===== config.mk =====
export PLATFORM = sky130hd
export DESIGN_NAME = fetch_sequencer
export DESIGN_NICKNAME = d
export VERILOG_FILES = /design/src/rtl/cpu_seq_pkg.sv /design/src/rtl/fetch_sequencer.sv
export SDC_FILE = /design/constraint.sdc
export NUM_CORES = 1
export LEC_CHECK = 0
export ABC_AREA = 0
export BUFFER_PORTS_ARGS = -buffer_cell sky130_fd_sc_hd__buf_2
export CAP_MARGIN = 0
export CORE_MARGIN = 1
export CORE_UTILIZATION = 25
export CTS_CLUSTER_DIAMETER = 60
export CTS_CLUSTER_SIZE = 20
export DETAILED_ROUTE_END_ITERATION = 10
export GPL_ROUTABILITY_DRIVEN = 1
export HOLD_SLACK_MARGIN = 0.06
export PLACE_DENSITY = 0.43
export SYNTH_ARGS = -nofsm -noshare
export SYNTH_HDL_FRONTEND = slang
export SYNTH_SLANG_ARGS = --single-unit

===== constraint.sdc =====
create_clock -name clk_in -period 1.75 [get_ports clk_in]
set_input_delay 0.0875 -clock clk_in [delete_from_list [all_inputs] [get_ports clk_in]]
set_output_delay 0.0875 -clock clk_in [all_outputs]
set_load 0.05 [all_outputs]

===== src/rtl/cpu_seq_pkg.sv =====
`default_nettype none
// ============================================================================
// cpu_seq_pkg
// Shared types and constants for the fetch/execute sequencer.
// Revision: 1.0
// ============================================================================
package cpu_seq_pkg;

    localparam int c_default_addr_w = 16;

    // Even byte address carries instruction[15:8].
    localparam bit c_big_endian = 1'b1;

    typedef enum logic [2:0] {
        ST_IDLE       = 3'd0,
        ST_FETCH_HI   = 3'd1,
        ST_FETCH_LO   = 3'd2,
        ST_LOAD_IR    = 3'd3,
        ST_EXEC_START = 3'd4,
        ST_EXEC_WAIT  = 3'd5,
        ST_HALT       = 3'd6
    } fseq_state_t;

endpackage
`default_nettype wire


===== src/rtl/fetch_sequencer.sv =====
`default_nettype none
// ============================================================================
// fetch_sequencer
// Owns the PC, fetches 16-bit instructions as two byte reads, loads the IR
// and hands off to the execute stage; supports branch loads and halt.
// Revision: 1.0
// ============================================================================
module fetch_sequencer
    import cpu_seq_pkg::*;
#(
    parameter int                ADDR_W   = c_default_addr_w,
    parameter logic [ADDR_W-1:0] RESET_PC = '0
) (
    input  logic              clk_in,
    input  logic              reset_n_in,
    output logic              mem_req_out,
    output logic [ADDR_W-1:0] mem_addr_out,
    input  logic              mem_ack_in,
    input  logic [7:0]        mem_rdata_in,
    output logic              ir_write_en_out,
    output logic [15:0]       ir_data_out,
    output logic              exec_start_out,
    input  logic              exec_done_in,
    input  logic              pc_load_in,
    input  logic [ADDR_W-1:0] pc_load_addr_in,
    input  logic              halt_in,
    output logic              halted_out,
    output logic [ADDR_W-1:0] pc_out
);

    localparam logic [ADDR_W-1:0] c_even_mask = {{(ADDR_W-1){1'b1}}, 1'b0};
    localparam logic [ADDR_W-1:0] c_reset_pc  = RESET_PC & c_even_mask;

    fseq_state_t       r_state;
    fseq_state_t       w_state_nxt;
    logic [ADDR_W-1:0] r_pc;
    logic [7:0]        r_hi;
    logic [15:0]       r_ir;
    logic              w_ack;
    logic              w_finish;

    assign w_ack    = mem_req_out & mem_ack_in;
    assign w_finish = ((r_state == ST_EXEC_START) || (r_state == ST_EXEC_WAIT)) & exec_done_in;

    always_ff @(posedge clk_in or negedge reset_n_in) begin
        if (!reset_n_in) begin
            r_state <= ST_IDLE;
        end else begin
            r_state <= w_state_nxt;
        end
    end

    always_comb begin
        w_state_nxt = r_state;
        case (r_state)
            ST_IDLE:       w_state_nxt = ST_FETCH_HI;
            ST_FETCH_HI:   if (w_ack) w_state_nxt = ST_FETCH_LO;
            ST_FETCH_LO:   if (w_ack) w_state_nxt = ST_LOAD_IR;
            ST_LOAD_IR:    w_state_nxt = ST_EXEC_START;
            ST_EXEC_START,
            ST_EXEC_WAIT: begin
                if (w_finish) begin
                    w_state_nxt = halt_in ? ST_HALT : ST_FETCH_HI;
                end else begin
                    w_state_nxt = ST_EXEC_WAIT;
                end
            end
            ST_HALT:       if (!halt_in) w_state_nxt = ST_FETCH_HI;
            default:       w_state_nxt = ST_IDLE;
        endcase
    end

    always_ff @(posedge clk_in or negedge reset_n_in) begin
        if (!reset_n_in) begin
            r_pc <= c_reset_pc;
            r_hi <= '0;
            r_ir <= '0;
        end else begin
            if ((r_state == ST_FETCH_HI) && w_ack) begin
                r_hi <= mem_rdata_in;
            end
            if ((r_state == ST_FETCH_LO) && w_ack) begin
                r_ir <= c_big_endian ? {r_hi, mem_rdata_in} : {mem_rdata_in, r_hi};
            end
            // PC advances past the instruction before execute; a branch at finish overrides it.
            if (r_state == ST_LOAD_IR) begin
                r_pc <= r_pc + ADDR_W'(2);
            end else if (w_finish && pc_load_in) begin
                r_pc <= pc_load_addr_in & c_even_mask;
            end
        end
    end

    always_comb begin
        mem_req_out  = 1'b0;
        mem_addr_out = '0;
        case (r_state)
            ST_FETCH_HI: begin
                mem_req_out  = 1'b1;
                mem_addr_out = r_pc;
            end
            ST_FETCH_LO: begin
                mem_req_out  = 1'b1;
                mem_addr_out = r_pc + ADDR_W'(1);
            end
            default: begin
                mem_req_out  = 1'b0;
                mem_addr_out = '0;
            end
        endcase
    end

    assign ir_write_en_out = (r_state == ST_LOAD_IR);
    assign exec_start_out  = (r_state == ST_EXEC_START);
    assign halted_out      = (r_state == ST_HALT);
    assign ir_data_out     = r_ir;
    assign pc_out          = r_pc;

endmodule
`default_nettype wire


# == After elaboration in Yosys (flattened, before gate mapping) ==
# Cells that the tools add are included.
# classes
n_addsub,2
n_eq_ne,9
muxes,10
bitwise_logic,2
n_reduce_logical,9
# op_table
cell,n
2-to-1 mux 16 bit,2
one-hot mux 16 bit (2 select lines),1
one-hot mux 3 bit (6 select lines),1
adder 16 x 1 -> 16 bit (second input constant),1
adder 16 x 2 -> 16 bit (second input constant),1
2-to-1 mux 3 bit,5
equality test 3 bit (second input constant),3
equality test 3 x 2 -> 1 bit (second input constant),2
!= test 2 bit (second input constant),3
OR reduction 2 bit,2
equality test 3 x 1 -> 1 bit (second input constant),1
logical AND 1 bit,3
zero test 3 bit,1
AND reduction 3 bit,1
AND 1 bit,2
nonzero test 2 bit,1
logical OR 1 bit,1
2-to-1 mux 1 bit,1
# word_totals
register_bits,43
input_bits,30
out_inout_bits,52

# == Logic depth before layout (Yosys ltp) ==
# Gate-level depths: netlist of the first run.
# depth
word_depth,6
mapped_depth,6

# == Worst setup path after synthesis of the first run ==
# OpenSTA, ideal clock, no wires.
# synth_path
path_type,register to output
from,register r_state[1]
to,output mem_addr_out[10]
arrival_ps,1926
required_time_ps,1662
setup_slack_ps,-264
path_stages_with_launch,6
path_cell_list,dfrtp_1 -> buf_4 -> xnor2_1 -> nor2_1 -> clkbuf_1 -> and2_1
# synth_between
elab_chain_len,2
word_cells_on_any_way,3
# synth_rtl
element,line,source
"start, declared",fetch_sequencer.sv:34,fseq_state_t r_state;
"start signal, assigned",fetch_sequencer.sv:49,r_state <= w_state_nxt;
equality test 3 x 2 -> 1 bit / equality test 3 x 1 -> 1 bit (equally long branches),fetch_sequencer.sv:97,case (r_state)
one-hot mux 16 bit (2 select lines) (*),fetch_sequencer.sv:97,
"end, declared",fetch_sequencer.sv:17,"output logic [ADDR_W-1:0] mem_addr_out,"
# Every way passes the cells marked *; elsewhere a longest branch is shown, timed or not.

# == Worst setup path in the final report of the first run ==
# layout_path
from,register r_state[1]
to,output mem_addr_out[8]
# Same word-level chain as after synthesis.

==> impl_metrics.csv, run 1 <==
group,metric,value,unit
logic_synthesis,synth_area_leaders,"dfrtp_1, mux2_2, and2_1",
grt,grt_pass1_wl,8950,um
logic_synthesis,yosys.area.top_type,"dfrtp_1",
clocking,cts_tree,"yes",
setup_path,crit_slowest_cell,"dfrtp_2",
logic_synthesis,synthTopCellsByCount,"dfrtp_1, mux2_2, nand2_1",
route,routed_wirelength,5650,um
timing,hold_viol,0,
setup_path,r2r_slack,150,ps
grt,grt.total_usage,13.1,%
logic_synthesis,avgSynthCellArea,10.9,um^2
placement,place_area,2760,um^2
setup_path,end_kind,"output port",
final_layout,antenna_cells,0,
setup_path,startpoint_type,"register",
final_layout,utilization,38.2,%
min_path,hold_path.class,"input port to register",
logic_synthesis,synth_top_area_share,49.4,%
logic_synthesis,synthFlopType,"dfrtp_1",
route,vias_per_cell,4.51,
logic_synthesis,netlist_area,2130,um^2
logic_synthesis,synth_seq_cells,42,
grt,grt_pass1_vias,1802,
timing,final_max_slew_viol_count,0,
grt,overflow,0,
timing,worst_pin_slew,695,ps
timing,finalSetupViolCount,0,
die,start_util,25.9,%
final_layout,nets,345,
timing,period_minus_slack,1650,ps
logic_synthesis,syn_inst,196,
logic_synthesis,synth-async-reset-ratio,100,%
grt,grt_max_degree,30,
route,drtIter0Drc,35,
timing,fmax,608,MHz
setup_path,crit_required,1660,ps
die,io_pins,82,
timing,post-route-period-util,94.0,%
route,firstDrtPassIters,4,
setup_path,arrival,1560,ps
clocking,clock-root-buffer,"clkbuf_8",
placement,hpwl,4150,um
min_path,whs_path_depth,3,
logic_synthesis,synth_warnings,0,
setup_path,max_stage_delay,440,ps
timing,holdWs,80.7,ps
final_layout,fin_area,3140,um^2
logic_synthesis,synth_edf_count,0,
flow_run,cap_viol_max_count,0,
min_path,min_to,"pc_out[3]",
clocking,htree_levels,2,
logic_synthesis,syn_nets,227,
timing,rsz0062_at_grt,"no",
clocking,clkSinkCount,42,
outcome,status,"finished clean",
setup_path,crit_type,"register to output port",
die,die_area,8890,um^2
grt,antenna_found_initial,0,
setup_path,reg2reg_from,"pc_out[1]",
route,avgRoutedWirePerCell,13.5,um
die,die_y,94.3,um
clocking,clock_latency,300,ps
die,fp-row-count,33,
route,vias,1893,
die,die_w,94.3,um
logic_synthesis,synth.most_common_cell,"dfrtp_1",
setup_path,cp_max_fo,14,
clocking,clkTransAtPathRegs,80,ps
clocking,ctsLongestPathBuffers,2,
logic_synthesis,ys_types,48,
clocking,cts_made_buffers,5,
setup_path,reg2reg_depth,5,
placement,io_buffers,79,
die,core-area,8220,um^2
timing,relSlewSlack,53.7,%
route,ant_nets,0,
timing,finClkSkew,6.07,ps
setup_path,worstReg2RegEnd,"pc_out[15]",
final_layout,area_delta_synth_final,47.6,%
min_path,min_from,"pc_load_addr_in[3]",
route,drc,0,
setup_path,cp_cell_sequence,"xnor2_2 > nor2_1 > buf_4 > and2_1 > clkbuf_4",
final_layout,drive_gt1_share,48.9,%
timing,finalSetupTns,0,ps
placement,gp_congestion,0.768,
logic_synthesis,seq_area_frac_synth,49.4,%
[cells by family after synthesis]
group                    count (synthesis)  synth area share (%)
AO/OA/AOI/OAI                           30                  10.2
XOR/XNOR                                 1                 0.412
adder cells (fa/ha/maj)                  1                 0.588
buffers and inverters                   16                  4.29
flip-flops                              42                  49.4
multiplexers                            25                  13.2
other                                    1                 0.176
AND/OR/NAND/NOR                         80                  21.8
[critical path, delay by kind of cell, from the launching register on]
kind / cells / cell delay (ps)
xor gates and xnor gates: 1 / 220
buffers and inverters: 2 / 380
DFF: 1 / 440
and+or+nand+nor: 2 / 220
[layer usage]
layer  track usage (%)  vias up  wire length, um
li1                  -      946                -
met1              16.4      879             2670
met2              22.5       64             2610
met3              3.07        4              316
met4              3.46        0               46
met5                 0        -                0
[flip-flops by register name (all words and copies together) (netlist names)]
signal	flops
r_state	3
r_hi	8
ir_data_out	16
pc_out	15
[stage by stage]
step | instances | worst slack (ps)
after floorplan | 196 | -211
after global placement | 388 | 166
after detailed placement | 388 | 151
after CTS | 416 | 15.8
after global routing | 420 | 4.57
final | 420 | 104
[cell type report]
type,instances,area (um^2)
clock inverters,2,37.5
fillers,844,5070
multi-input cells,138,1010
flip-flops and latches,42,1060
well taps,105,131
clock buffers,6,72.6
inverters,5,18.8
repair buffers,122,813
[timing repair]
item,CTS,global route
setup buffers,0,4
hold endpoints to repair,54,0
hold buffers,20,0
setup endpoints to repair,13,13
gates resized for setup,5,12
[cells in the final DEF (no fill, tap or decap), drive strengths merged, types with 2 or more instances in the layout]
| cell | Yosys | routed |
|---|---|---|
| a211oi | 3 | 3 |
| dfrtp | 42 | 42 |
| o21ai | 4 | 4 |
| nand3 | 13 | 13 |
| nor3b | 4 | 4 |
| o22ai | 2 | 2 |
| o311ai | 2 | 2 |
| nand4 | 2 | 2 |
| and2 | 13 | 13 |
| inv | 5 | 5 |
| mux2 | 24 | 24 |
| clkbuf | 4 | 16 |
| nor2 | 15 | 15 |
| and3 | 2 | 2 |
| nand2 | 15 | 15 |
| a21oi | 4 | 4 |
| o211ai | 6 | 6 |
| nor3 | 6 | 6 |
| buf | 7 | 92 |
| a31oi | 3 | 3 |
| nor4 | 2 | 2 |
| dlygate4sd3 | 0 | 20 |
| a221o | 2 | 2 |
[how the worst max path moves through the flow]
stage	from	end	slack (ps)	cells after the start
global placement	r_state[0]	pc_out[11]	170	5
detailed placement	pc_out[1]	pc_out[15]	150	5
global route	r_state[2]	mem_addr_out[15]	5	5
finish	r_state[1]	mem_addr_out[8]	100	5
floorplan	pc_out[12]	mem_addr_out[12]	-210	2
CTS	r_state[1]	mem_addr_out[1]	20	5
Power of run 1 is not shown: default switching activity piles up to over one toggle a cycle in this logic, so the estimate is an artifact.
==> inputs of run 2 (changes only) <==
- clock period: 1.75 -> 1.66 ns (I/O delays scaled with it)
==> impl_metrics.csv, run 2 (synthesis results as in run 1) <==
group,metric,value,unit
clocking,clock_latency,300,ps
timing,period_minus_slack,1610,ps
outcome,status,"finished clean",
final_layout,fillers,816,
timing,relSlewSlack,56.0,%
timing,finalSetupViolCount,0,
final_layout,layout_commonest_cell,"buf_2",
grt,grt_max_degree,28,
die,die_y,94.3,um
timing,worst_pin_slew,660,ps
clocking,cts_made_buffers,5,
placement,io_buffers,79,
timing,hold_viol,0,
final_layout,utilization,39.5,%
clocking,cts_tree,"yes",
grt,grt.total_usage,13.6,%
final_layout,antenna_cells,0,
route,avgRoutedWirePerCell,14.0,um
timing,post-route-period-util,97.1,%
grt,antenna_found_initial,0,
timing,finClkSkew,6.73,ps
setup_path,crit_type,"register to output port",
placement,hpwl,4120,um
die,die_w,94.3,um
route,vias_per_cell,4.60,
clocking,htree_levels,2,
die,die_area,8890,um^2
placement,preCtsSetupSlack,126,ps
grt,grt_pass1_vias,1805,
min_path,hold_path.class,"input port to register",
die,fp-row-count,33,
timing,holdWs,112,ps
final_layout,fin_cells,415,
route,routed_wirelength,5810,um
flow_run,cap_viol_max_count,0,
clocking,clock-root-buffer,"clkbuf_8",
clocking,ctsLongestPathBuffers,2,
route,drc,0,
clocking,clkSinkCount,42,
timing,fin_ws,47.5,ps
route,vias,1908,
min_path,min_from,"exec_done_in",
die,core-area,8220,um^2
placement,placed_cells,383,
clocking,clkTransAtPathRegs,90,ps
die,start_util,25.9,%
timing,final_max_slew_viol_count,0,
setup_path,cp_max_fo,7,
setup_path,arrival,1530,ps
placement,gp_congestion,0.769,
setup_path,reg2reg_from,"r_state[1]",
route,drtIter0Drc,48,
timing,fmax,620,MHz
grt,grt_pass1_wl,9210,um
final_layout,nets,340,
setup_path,cp-startpoint,"r_state[0]",
setup_path,startpoint_type,"register",
route,ant_nets,0,
final_layout,area_delta_synth_final,52.6,%
timing,rsz0062_at_grt,"yes",
die,io_pins,82,
grt,overflow,0,
final_layout,final_cell_mix,"buf_2, dfrtp_1, mux2_2",
route,firstDrtPassIters,4,
final_layout,largest_reg_flops,16,
setup_path,end_kind,"output port",
final_layout,drive_gt1_share,53.5,%
setup_path,crit_required,1580,ps
## run 2: final timing paths
| path | endpoint | slack, ps | cells after the start |
|---|---|---|---|
| max | mem_addr_out[2] | 50 | 5 |
| min | r_state[1] | 110 | 3 |
| max reg2reg | pc_out[1] | 130 | 4 |
| min reg2reg | r_hi[2] | 510 | 1 |
| max in group asynchronous | ir_data_out[8] | 710 | 3 |
| min in group asynchronous | pc_out[9] | 340 | 2 |
## run 2: worst max-delay path: stages, from the launching register on
cell and delay (ps):
dfrtp_2 470, xnor2_4 170, nor2_4 140, buf_6 150
and2_1 140, buf_6 160
## run 2: final cells by class
class                      count  area (um^2)  share of cell area (%)
clock buffer                   5         68.8                    2.12
clock inverter                 3         21.3                   0.655
inverter                       5         18.8                   0.578
multi-input combinational    138         1070                    33.1
sequential                    42         1060                    32.8
tap                          105          131                    4.05
timing repair buffer         117          868                    26.7
## run 2: timing repair
action / 4_1_cts / 5_1_grt
endpoints found under the hold margin: 54 / 0
setup buffers: 1 / 0
cloned: 0 / 1
endpoints found under the setup margin: 13 / 14
hold buffers: 22 / 0
pin swaps: 1 / 0
gates resized for setup: 16 / 25
## run 2: stage by stage
stage	setup TNS (ps)	cell area [um^2]
4_1_cts	0	3150
2_1_floorplan	-384	2200
5_1_grt	-340	3250
6_report	0	3250
3_5_place_dp	0	2790
3_3_place_gp	0	2790
## run 2: metal layers
layer,share of wire (%),vias to the layer above,wire length (um),global-route usage [%]
met5,0,-,0,0
met4,0.69,0,40,3.08
met3,5.9,5,343,3.40
met2,49,70,2830,23.0
met1,45,906,2600,17.2
li1,-,927,-,-
Power of run 2 is left out for the same reason.
==> inputs of run 3 (changes only) <==
- PLACE_DENSITY: 0.43 -> 0.45
- clock period: 1.66 -> 1.39 ns (I/O delays scaled with it)
==> impl_metrics.csv, run 3 (synthesis results as in run 1) <==
group,metric,value,unit
grt,grt_max_degree,30,
final_layout,area_delta_synth_final,87.1,%
setup_path,crit_type,"register to output port",
final_layout,fillers,747,
route,drtIter0Drc,57,
route,vias,2105,
die,die_y,94.3,um
final_layout,layout_commonest_cell,"buf_2",
clocking,clkTransAtPathRegs,80,ps
clocking,cts_tree,"yes",
die,die_area,8890,um^2
final_layout,fin_area,3980,um^2
final_layout,final_cell_mix,"buf_2, buf_4, dfrtp_1, buf_6, mux2_4",
die,start_util,25.9,%
final_layout,nets,379,
grt,grt.total_usage,15.2,%
route,vias_per_cell,4.65,
die,io_pins,82,
outcome,status,"complete, but fails checks",
die,core-area,8220,um^2
timing,rsz0062_at_grt,"yes",
clocking,htree_levels,2,
final_layout,antenna_cells,0,
timing,finalSetupViolCount,52,
final_layout,fin_cells,453,
timing,fin_ws,-223,ps
clocking,clock_latency,300,ps
die,fp-row-count,33,
placement,place_area,3090,um^2
grt,grt_pass1_vias,2093,
final_layout,utilization,48.5,%
route,avgRoutedWirePerCell,14.4,um
route,drc,0,
final_layout,drive_gt1_share,67.2,%
setup_path,end_kind,"output port",
timing,post-route-period-util,116,%
route,ant_nets,0,
route,firstDrtPassIters,4,
placement,io_buffers,79,
timing,fmax,620,MHz
clocking,clock-root-buffer,"clkbuf_8",
timing,final_max_slew_viol_count,0,
clocking,clkSinkCount,42,
setup_path,startpoint_type,"register",
outcome,violations,"negative setup slack",
timing,finClkSkew,3.79,ps
setup_path,crit_required,1320,ps
setup_path,arrival,1540,ps
die,die_w,94.3,um
final_layout,largest_reg_flops,16,
timing,period_minus_slack,1610,ps
placement,gp_congestion,0.795,
timing,hold_viol,0,
placement,preCtsSetupSlack,-165,ps
placement,hpwl,4460,um
route,routed_wirelength,6520,um
flow_run,cap_viol_max_count,0,
grt,antenna_found_initial,0,
placement,placed_cells,408,
clocking,ctsLongestPathBuffers,2,
grt,grt_pass1_wl,10300,um
setup_path,cp_max_fo,11,
clocking,cts_made_buffers,5,
grt,overflow,0,
min_path,hold_path.class,"input port to register",
run 3: critical path: stages, from the launching register on:
cell and delay [ps]:
dfrtp_1 400, buf_6 130, xnor2_4 190, nor2_4 50
buf_6 130, and2_2 190, buf_6 150
run 3: through the flow:
step / hold WS [ps] / setup TNS, ps
final: 93.6 / -6190
after floorplan: -226 / -3150
after global placement: 7.73 / -2850
after detailed placement: 2.05 / -3320
after global routing: 99.9 / -9680
after CTS: 80.9 / -6760
run 3: path summary, 6_finish.rpt:
check | from | end | slack [ps] | cells after the start
min reg2reg | ir_data_out[5] | ir_data_out[5] | 510 | 1
min in group asynchronous | reset_n_in | pc_out[4] | 220 | 2
min | halt_in | r_state[1] | 90 | 3
max | r_state[0] | mem_addr_out[5] | -220 | 6
max in group asynchronous | reset_n_in | r_state[1] | 680 | 3
max reg2reg | r_state[0] | ir_data_out[14] | -140 | 5
run 3: what timing repair did:
| action | CTS | global route |
|---|---|---|
| pin swaps | 15 | 10 |
| resized for setup | 79 | 48 |
| buffers inserted | 5 | 11 |
| hold buffers | 22 | 0 |
| endpoints found under the setup margin | 58 | 59 |
| hold endpoints to repair | 71 | 0 |
run 3: area by class of cell:
class                   instances  area, um^2  share of cell area (%)
clock buffers                   5        68.8                    1.73
multi-input cells             138        1370                    34.4
repair buffers                156        1310                    32.8
well taps                     105         131                    3.30
inverters                       5        28.8                   0.723
clock inverters                 2        10.0                   0.251
flip-flops and latches         42        1070                    26.8
run 3: routing by layer:
metal	routed length, um	vias to the layer above	global-route usage, %
met4	96	0	4.62
met1	2840	1026	18.5
met5	0	-	0
li1	-	1008	-
met2	3230	63	26.4
met3	348	8	3.32
Power of run 3 is left out for the same reason.
